### src/rtl/gwct_cmd.sv
`timescale 1ns/1ps
// UART command parser: SYNC/CMD/ADDR/[DATA]/CSUM frames drive
// single-cycle register strobes and return an ACK, NAK or read byte.
module gwct_cmd #(
  parameter int unsigned TIMEOUT_CYC = 5_000_000
) (
  input  logic       clk,
  input  logic       rstn,
  input  logic [7:0] rx_data,
  input  logic       rx_valid,
  output logic [7:0] tx_data,
  output logic       tx_valid,
  input  logic       tx_ready,
  output logic [7:0] reg_addr,
  output logic [7:0] reg_wdata,
  output logic       reg_we,
  output logic       reg_re,
  input  logic [7:0] reg_rdata,
  output logic       frame_err
);

  typedef enum logic [2:0] {
    S_IDLE, S_CMD, S_ADDR, S_DATA,
    S_CSUM, S_EXEC, S_RDWAIT, S_RESP
  } state_t;

  localparam logic [7:0]  SYNC   = 8'hA5;
  localparam logic [7:0]  C_WR   = 8'h01;
  localparam logic [7:0]  C_RD   = 8'h02;
  localparam logic [7:0]  ACK    = 8'h06;
  localparam logic [7:0]  NAK    = 8'h15;
  localparam logic [31:0] TO_LIM = TIMEOUT_CYC;

  state_t      state_q, state_d;
  logic [31:0] timer_q, timer_d;
  logic [31:0] timer_inc;
  logic [7:0]  cmd_q, cmd_d;
  logic [7:0]  csum_q, csum_d;
  logic [7:0]  addr_q, addr_d;
  logic [7:0]  wdata_q, wdata_d;
  logic [7:0]  txd_q, txd_d;
  logic        err_q, err_d;
  logic        in_frame;
  logic        known;

  assign timer_inc = timer_q + 32'd1;
  assign known     = (cmd_q == C_WR) || (cmd_q == C_RD);
  assign in_frame  = (state_q == S_CMD) || (state_q == S_ADDR) ||
                     (state_q == S_DATA) || (state_q == S_CSUM);

  always_comb begin
    state_d = state_q;
    timer_d = 32'd0;
    cmd_d   = cmd_q;
    csum_d  = csum_q;
    addr_d  = addr_q;
    wdata_d = wdata_q;
    txd_d   = txd_q;
    err_d   = 1'b0;
    unique case (state_q)
      S_IDLE: begin
        if (rx_valid && rx_data == SYNC) state_d = S_CMD;
      end
      S_CMD: begin
        if (rx_valid) begin
          cmd_d   = rx_data;
          csum_d  = rx_data;
          state_d = S_ADDR;
        end
      end
      S_ADDR: begin
        if (rx_valid) begin
          addr_d  = rx_data;
          csum_d  = csum_q ^ rx_data;
          state_d = (cmd_q == C_WR) ? S_DATA : S_CSUM;
        end
      end
      S_DATA: begin
        if (rx_valid) begin
          wdata_d = rx_data;
          csum_d  = csum_q ^ rx_data;
          state_d = S_CSUM;
        end
      end
      S_CSUM: begin
        if (rx_valid) begin
          if (rx_data == csum_q && known) begin
            state_d = S_EXEC;
          end else begin
            txd_d   = NAK;
            err_d   = 1'b1;
            state_d = S_RESP;
          end
        end
      end
      S_EXEC: begin
        if (cmd_q == C_WR) begin
          txd_d   = ACK;
          state_d = S_RESP;
        end else begin
          state_d = S_RDWAIT;
        end
      end
      S_RDWAIT: begin
        txd_d   = reg_rdata;
        state_d = S_RESP;
      end
      S_RESP: begin
        if (tx_ready) state_d = S_IDLE;
      end
      default: state_d = S_IDLE;
    endcase
    // silence between frame bytes abandons the frame without a response
    if (in_frame && !rx_valid) begin
      timer_d = timer_inc;
      if (timer_inc >= TO_LIM) begin
        timer_d = 32'd0;
        err_d   = 1'b1;
        state_d = S_IDLE;
      end
    end
  end

  always_ff @(posedge clk or negedge rstn) begin
    if (!rstn) begin
      state_q <= S_IDLE;
      timer_q <= 32'd0;
      cmd_q   <= 8'h00;
      csum_q  <= 8'h00;
      addr_q  <= 8'h00;
      wdata_q <= 8'h00;
      txd_q   <= 8'h00;
      err_q   <= 1'b0;
    end else begin
      state_q <= state_d;
      timer_q <= timer_d;
      cmd_q   <= cmd_d;
      csum_q  <= csum_d;
      addr_q  <= addr_d;
      wdata_q <= wdata_d;
      txd_q   <= txd_d;
      err_q   <= err_d;
    end
  end

  assign tx_data   = txd_q;
  assign tx_valid  = (state_q == S_RESP) && tx_ready;
  assign reg_addr  = addr_q;
  assign reg_wdata = wdata_q;
  assign reg_we    = (state_q == S_EXEC) && (cmd_q == C_WR);
  assign reg_re    = (state_q == S_EXEC) && (cmd_q == C_RD);
  assign frame_err = err_q;

endmodule

### config.mk
export PLATFORM = sky130hd
export DESIGN_NAME = gwct_cmd
export DESIGN_NICKNAME = d
export VERILOG_FILES = /design/src/rtl/gwct_cmd.sv
export SDC_FILE = /design/constraint.sdc
export NUM_CORES = 1
export LEC_CHECK = 0
export BUFFER_PORTS_ARGS = -buffer_cell sky130_fd_sc_hd__buf_4
export CELL_PAD_IN_SITES_DETAIL_PLACEMENT = 1
export CELL_PAD_IN_SITES_GLOBAL_PLACEMENT = 2
export CORE_MARGIN = 8
export CORE_UTILIZATION = 39
export CTS_BUF_LIST = sky130_fd_sc_hd__clkbuf_4 sky130_fd_sc_hd__clkbuf_8
export DETAILED_ROUTE_END_ITERATION = 12
export PLACE_DENSITY = 0.94
export SLEW_MARGIN = 20
export SYNTH_ARGS = -nofsm -noshare
export SYNTH_HDL_FRONTEND = slang
export SYNTH_SLANG_ARGS = --single-unit
### constraint.sdc
create_clock -name clk -period 3.1 [get_ports clk]
set_input_delay 0.31 -clock clk [delete_from_list [all_inputs] [get_ports clk]]
set_output_delay 0.31 -clock clk [all_outputs]
set_load 0.005 [all_outputs]
# [Word level (Yosys, flattened, before mapping)]
# Cells that the tools add are included.
[totals] wordCells=73 out_inout_bits=28 in_bits=20 ff_bits=76
[op_classes] order_cmp=1 muxes=26 eq_ne=16 addsub=1 n_reduce_logical=20 n_bitwise=1
[ops] cell="$mux 32" count=2
[ops] cell="$mux 8" count=5
[ops] cell="$add 32x1->32 const B" count=1
[ops] cell="$ge 32x23->1 const B" count=1
[ops] cell="$mux 3" count=9
[ops] cell="$pmux 3 s8" count=1
[ops] cell="$pmux 8 s3" count=1
[ops] cell="$pmux 8 s2" count=1
[ops] cell="$eq 3x3->1 const B" count=4
[ops] cell="$eq 8x1->1 const B" count=1
[ops] cell="$eq 8x2->1 const B" count=1
[ops] cell="$eq 8x8->1" count=1
[ops] cell="$eq 8x8->1 const B" count=1
[ops] cell="$ne 2x2->1 const B" count=4
[ops] cell="$xor 8x8->8" count=1
[ops] cell="$eq 3x2->1 const B" count=2
[ops] cell="$logic_and 1x1->1" count=6
[ops] cell="$mux 1" count=6
[ops] cell="$reduce_and 2->1" count=3
[ops] cell="$logic_or 1x1->1" count=4
[ops] cell="$reduce_and 4->1" count=1
[ops] cell="$eq 3x1->1 const B" count=1
[ops] cell="$logic_not 3->1" count=1
[ops] cell="$reduce_and 3->1" count=1
[ops] cell="other kinds (6)" count=6

# [Longest topological paths before layout]
[depth] word_depth=8 ltp_mapped=11 depth_no_buf=8

# [Worst setup path before layout]
# Ideal clock, no wire load.
[synth_timing] path_kind="flip-flop to flip-flop" startpoint="reg timer_q[0]" endpoint="reg err_q, in the netlist frame_err" setup_ns=0.119 path_slack_ns=0.330 path_buffers=1 arrival_time_ns=2.651 period_less_slack_ns=2.770 required_ns=2.981 stages_incl_launch_ff=10 cell_sequence="dfrtp_1 ha_1 clkbuf_1 nand4_1 or4_1 o21ai_0 nand4_1 a2111o_1 or3b_1 o21ba_1"
[synth_via] elab_chain_len=4
[synth_rtl] element="from (decl)" line_no="35" text="logic [31:0] timer_q, timer_d;"
[synth_rtl] element="from (signal assigned)" line_no="136" text="timer_q <= timer_d;"
[synth_rtl] element="$add 32x1->32" line_no="46" text="assign timer_inc = timer_q + 32'd1;"
[synth_rtl] element="$ge 32x23->1" line_no="116" text="if (timer_inc >= TO_LIM) begin"
[synth_rtl] element="$mux 1" line_no="116"
[synth_rtl] element="$mux 1" line_no="114" text="if (in_frame && !rx_valid) begin"
[synth_rtl] element="named net err_d" line_no="42" text="logic err_q, err_d;"
[synth_rtl] element="to (signal assigned)" line_no="142" text="err_q <= err_d;"
[synth_rtl] element="to (decl)" line_no="42"
# The timed path passes the listed nets, and every way through them passes these cells.
# A chain may end at the register's enable or synchronous reset.

# [Worst setup path in the final report]
[layout_timing] startpoint="reg timer_q[9]" endpoint="reg err_q, in the netlist frame_err"
# The elaborated chain is that of the path after synthesis.

==> results.cfg <==
[final_layout]
layout.nets = 483
n_antenna_cell = 0
nFillCells = 1150
syn2layout_area_growth_pct = 18.4
layout-drive-gt1-share_pct = 23.3
regArea_sq_um = 1900
multiInputGateArea_sq_um = 2080
instances_no_fill = 603

[global_routing]
overflow = 0
grt_pass1_wl_mm = 19.1
grt.total_usage_pct = 16.5
grt_max_degree = 77
grt_pass1_vias = 3674
antenna_found_initial = 0

[detailed_routing]
drt_wl_total_mm = 11.2
drtIter0Drc = 173
drc = 0
drt-pass1-iter-count = 4
num_vias = 3340
postRouteAntennaNets = 0
drt-vias-per-instance = 5.54
wl_per_cell_um = 18.5

[worst_hold_path]
hold_class = in2async

[power_and_ir_drop]
ir_drop_mv = 0.371
p_int_w = 0.00212
totalPowerFinal_w = 0.00321
p_per_area_nw_per_um2 = 665
pwr-share-comb_pct = 28.4
power_leakage_nw = 2.04
clockPowerShare_pct = 25.9
power_switching_w = 0.00109
pwr-share-seq_pct = 45.7
swShare_pct = 33.9

[floorplan]
fp.dieH_um = 118
core_sq_um = 10200
ios = 48
start_util_pct = 39.9
dieArea_sq_um = 14000
std_cell_rows = 37
die_w_um = 118

[logic_synthesis]
synth_cells = 409
async_flop_share_pct = 100
syn-mean-instance-area_sq_um = 9.97
seq_area_frac_synth_pct = 46.6
synth_top_area_cell = dfrtp_1
synth_flop_cell = dfrtp_1
yosysMostFrequentCell = dfrtp_1
synthTopCellsByArea = dfrtp_1, mux2_2, xor2_1, nor4_1, nand2_1
ys_top_cells_by_count = dfrtp_1, nand2_1, nor4_1, xor2_1, mux2_2
synth_cell_type_count = 57
synth-edff-count = 0
syn_area_sq_um = 4080
yosys_warnings = 0
ys_seq_elements = 76
synth_top_area_share_pct = 46.6

[critical_path]
endpoint = frame_err
worstSetupPathType = reg2reg
reg2reg_slack_ns = 0.27
worst_ep_arrival_time_ns = 3.08
crit_path_end_kind = flop
worstSetupStartpointType = flop
cp_data_required_time_ns = 3.35
timing.rr.start = timer_q[9]
cp_max_fo = 9
reg2reg_depth = 7
startpoint = timer_q[9]
r2r-end = frame_err

[timing]
tightest_slew_ns = 0.984
max_clock_freq_ghz = 0.353
period_share_pct = 91.4
tns_ns = 0
rsz0062_at_grt = no
final_hold_viol_count = 0
fin_skew_ns = 0.0107
slew_headroom_pct = 34.2
period_needed_ns = 2.83
setup_viol = 0
report.final.slew_viol_count = 0

[clock_tree]
cts_tree = done
numClockSinks = 76
clockBufferDepth = 2
ctsHoldBuffers = 0
clkLatencyLatePin_ns = 0.36
htree_levels = 3
cts_buffers = 9
cts.root.buffer_cell = clkbuf_8
clk_pin_slew_ns = 0.08

[place]
hpwl_mm = 7.95
io_buffer_count = 47
gp_congestion = 0.781
dp_cells = 586

[run_status]
status = complete, no violations

[job]
cap_viol_max_count = 0
==> worst max-delay path, stage by stage, from the launching register on <==
cell and delay, ns:
dfrtp_2 0.46, nand3_1 0.19, or4_4 0.61, nor3_1 0.28
nand4_1 0.18, a2111o_1 0.45, or3b_1 0.38, o21ba_1 0.18
==> repair_timing <==
| item | CTS | global route |
|---|---|---|
| endpoints found under the setup margin | 0 | 25 |
| gates resized for setup | 0 | 4 |
| buffers inserted | 0 | 1 |
==> worst min-delay path by stage <==
stage	startpoint	endpoint	slack, ns	depth (start not counted)
finish	rstn	timer_q[0]	0.09	1
floorplan	rstn	cmd_q[0]	0.01	0
detailed placement	tx_data[6]	tx_data[6]	0.49	1
global route	rstn	timer_q[6]	0.18	1
CTS	rstn	timer_q[22]	0.14	1
global placement	tx_data[7]	tx_data[7]	0.49	1
==> metal layers <==
layer  GRT usage (%)  share of wire (%)  up-vias
met5               0                  0        -
li1                -                  -     1581
met3            2.76                3.0        9
met1            21.1                 46     1709
met2            27.7                 49       41
met4            5.84                1.2        0
==> cell families (layout without fill, tap and decap cells) <==
family / after synthesis / in the layout / synth area share [%]
flip-flops: 76 / 76 / 46.6
multiplexers: 28 / 28 / 7.67
adder cells (fa/ha/maj): 1 / 1 / 0.307
XOR/XNOR: 42 / 42 / 9.02
other: 1 / 9 / 0.0919
AND/OR/NAND/NOR: 181 / 181 / 24.6
buffers and inverters: 32 / 82 / 3.40
AO/OA/AOI/OAI: 48 / 48 / 8.28
==> through the flow <==
| stage | utilization (%) | hold slack, ns | setup slack, ns | instance area, sq um |
|---|---|---|---|---|
| after CTS | 47.0 | 0.140 | 0.0465 | 4810 |
| after detailed placement | 44.9 | 0.485 | 0.0847 | 4590 |
| after floorplan | - | 0.0144 | 0.330 | 4110 |
| after global placement | 44.9 | 0.486 | 0.285 | 4590 |
| after global routing | 47.2 | 0.177 | 0.0727 | 4830 |
| final | 47.2 | 0.0925 | 0.268 | 4830 |
==> flip-flops by register name, indices dropped and copies added, names as in the netlist <==
register and flops:
frame_err 1, reg_wdata 8, tx_data 8, state_q 3, reg_addr 8, timer_q 32
csum_q 8, cmd_q 8
==> power groups by stage <==
| stage | Sequential [W] | Combinational, W | Clock, W |
|---|---|---|---|
| 6_report | 0.00147 | 0.000912 | 0.000831 |
| 5_1_grt | 0.00151 | 0.00102 | 0.000888 |
| 4_1_cts | 0.00147 | 0.000932 | 0.000844 |
| 3_5_place_dp | 0.00148 | 0.000918 | 0 |
| 3_3_place_gp | 0.00146 | 0.000881 | 0 |
| 2_1_floorplan | 0.00141 | 0.000555 | 0 |
==> area by class of cell <==
type,count,share of cell area [%]
inverter,9,0.699
multi-input combinational,309,43.0
sequential,76,39.4
tap,136,3.52
clock inverter,7,1.92
clock buffer,9,2.56
timing repair buffer,57,8.86
==> placed cells by master, fill, tap and decap left out, drive strengths merged, types with 2 or more instances in the layout <==
master  instances
nand2          41
xor2           31
a31oi           4
and4            4
clkbuf          9
nand4b          2
or2             2
or3b            2
a21oi           8
mux2           26
dfrtp          76
inv            13
a21o            2
conb            9
o31ai           2
clkinv          2
nand3b          4
nand2b          3
buf            57
nand3          19
nand4          10
xnor2          11
o21ai          11
nor3b           2
or3             4
nor3           11
nor2           25
and2            4
a22o            4
o22ai           2
and3           10
nor4           32
mux2i           2
a41oi           2
or4             3
(Power assumes the default switching activity.)
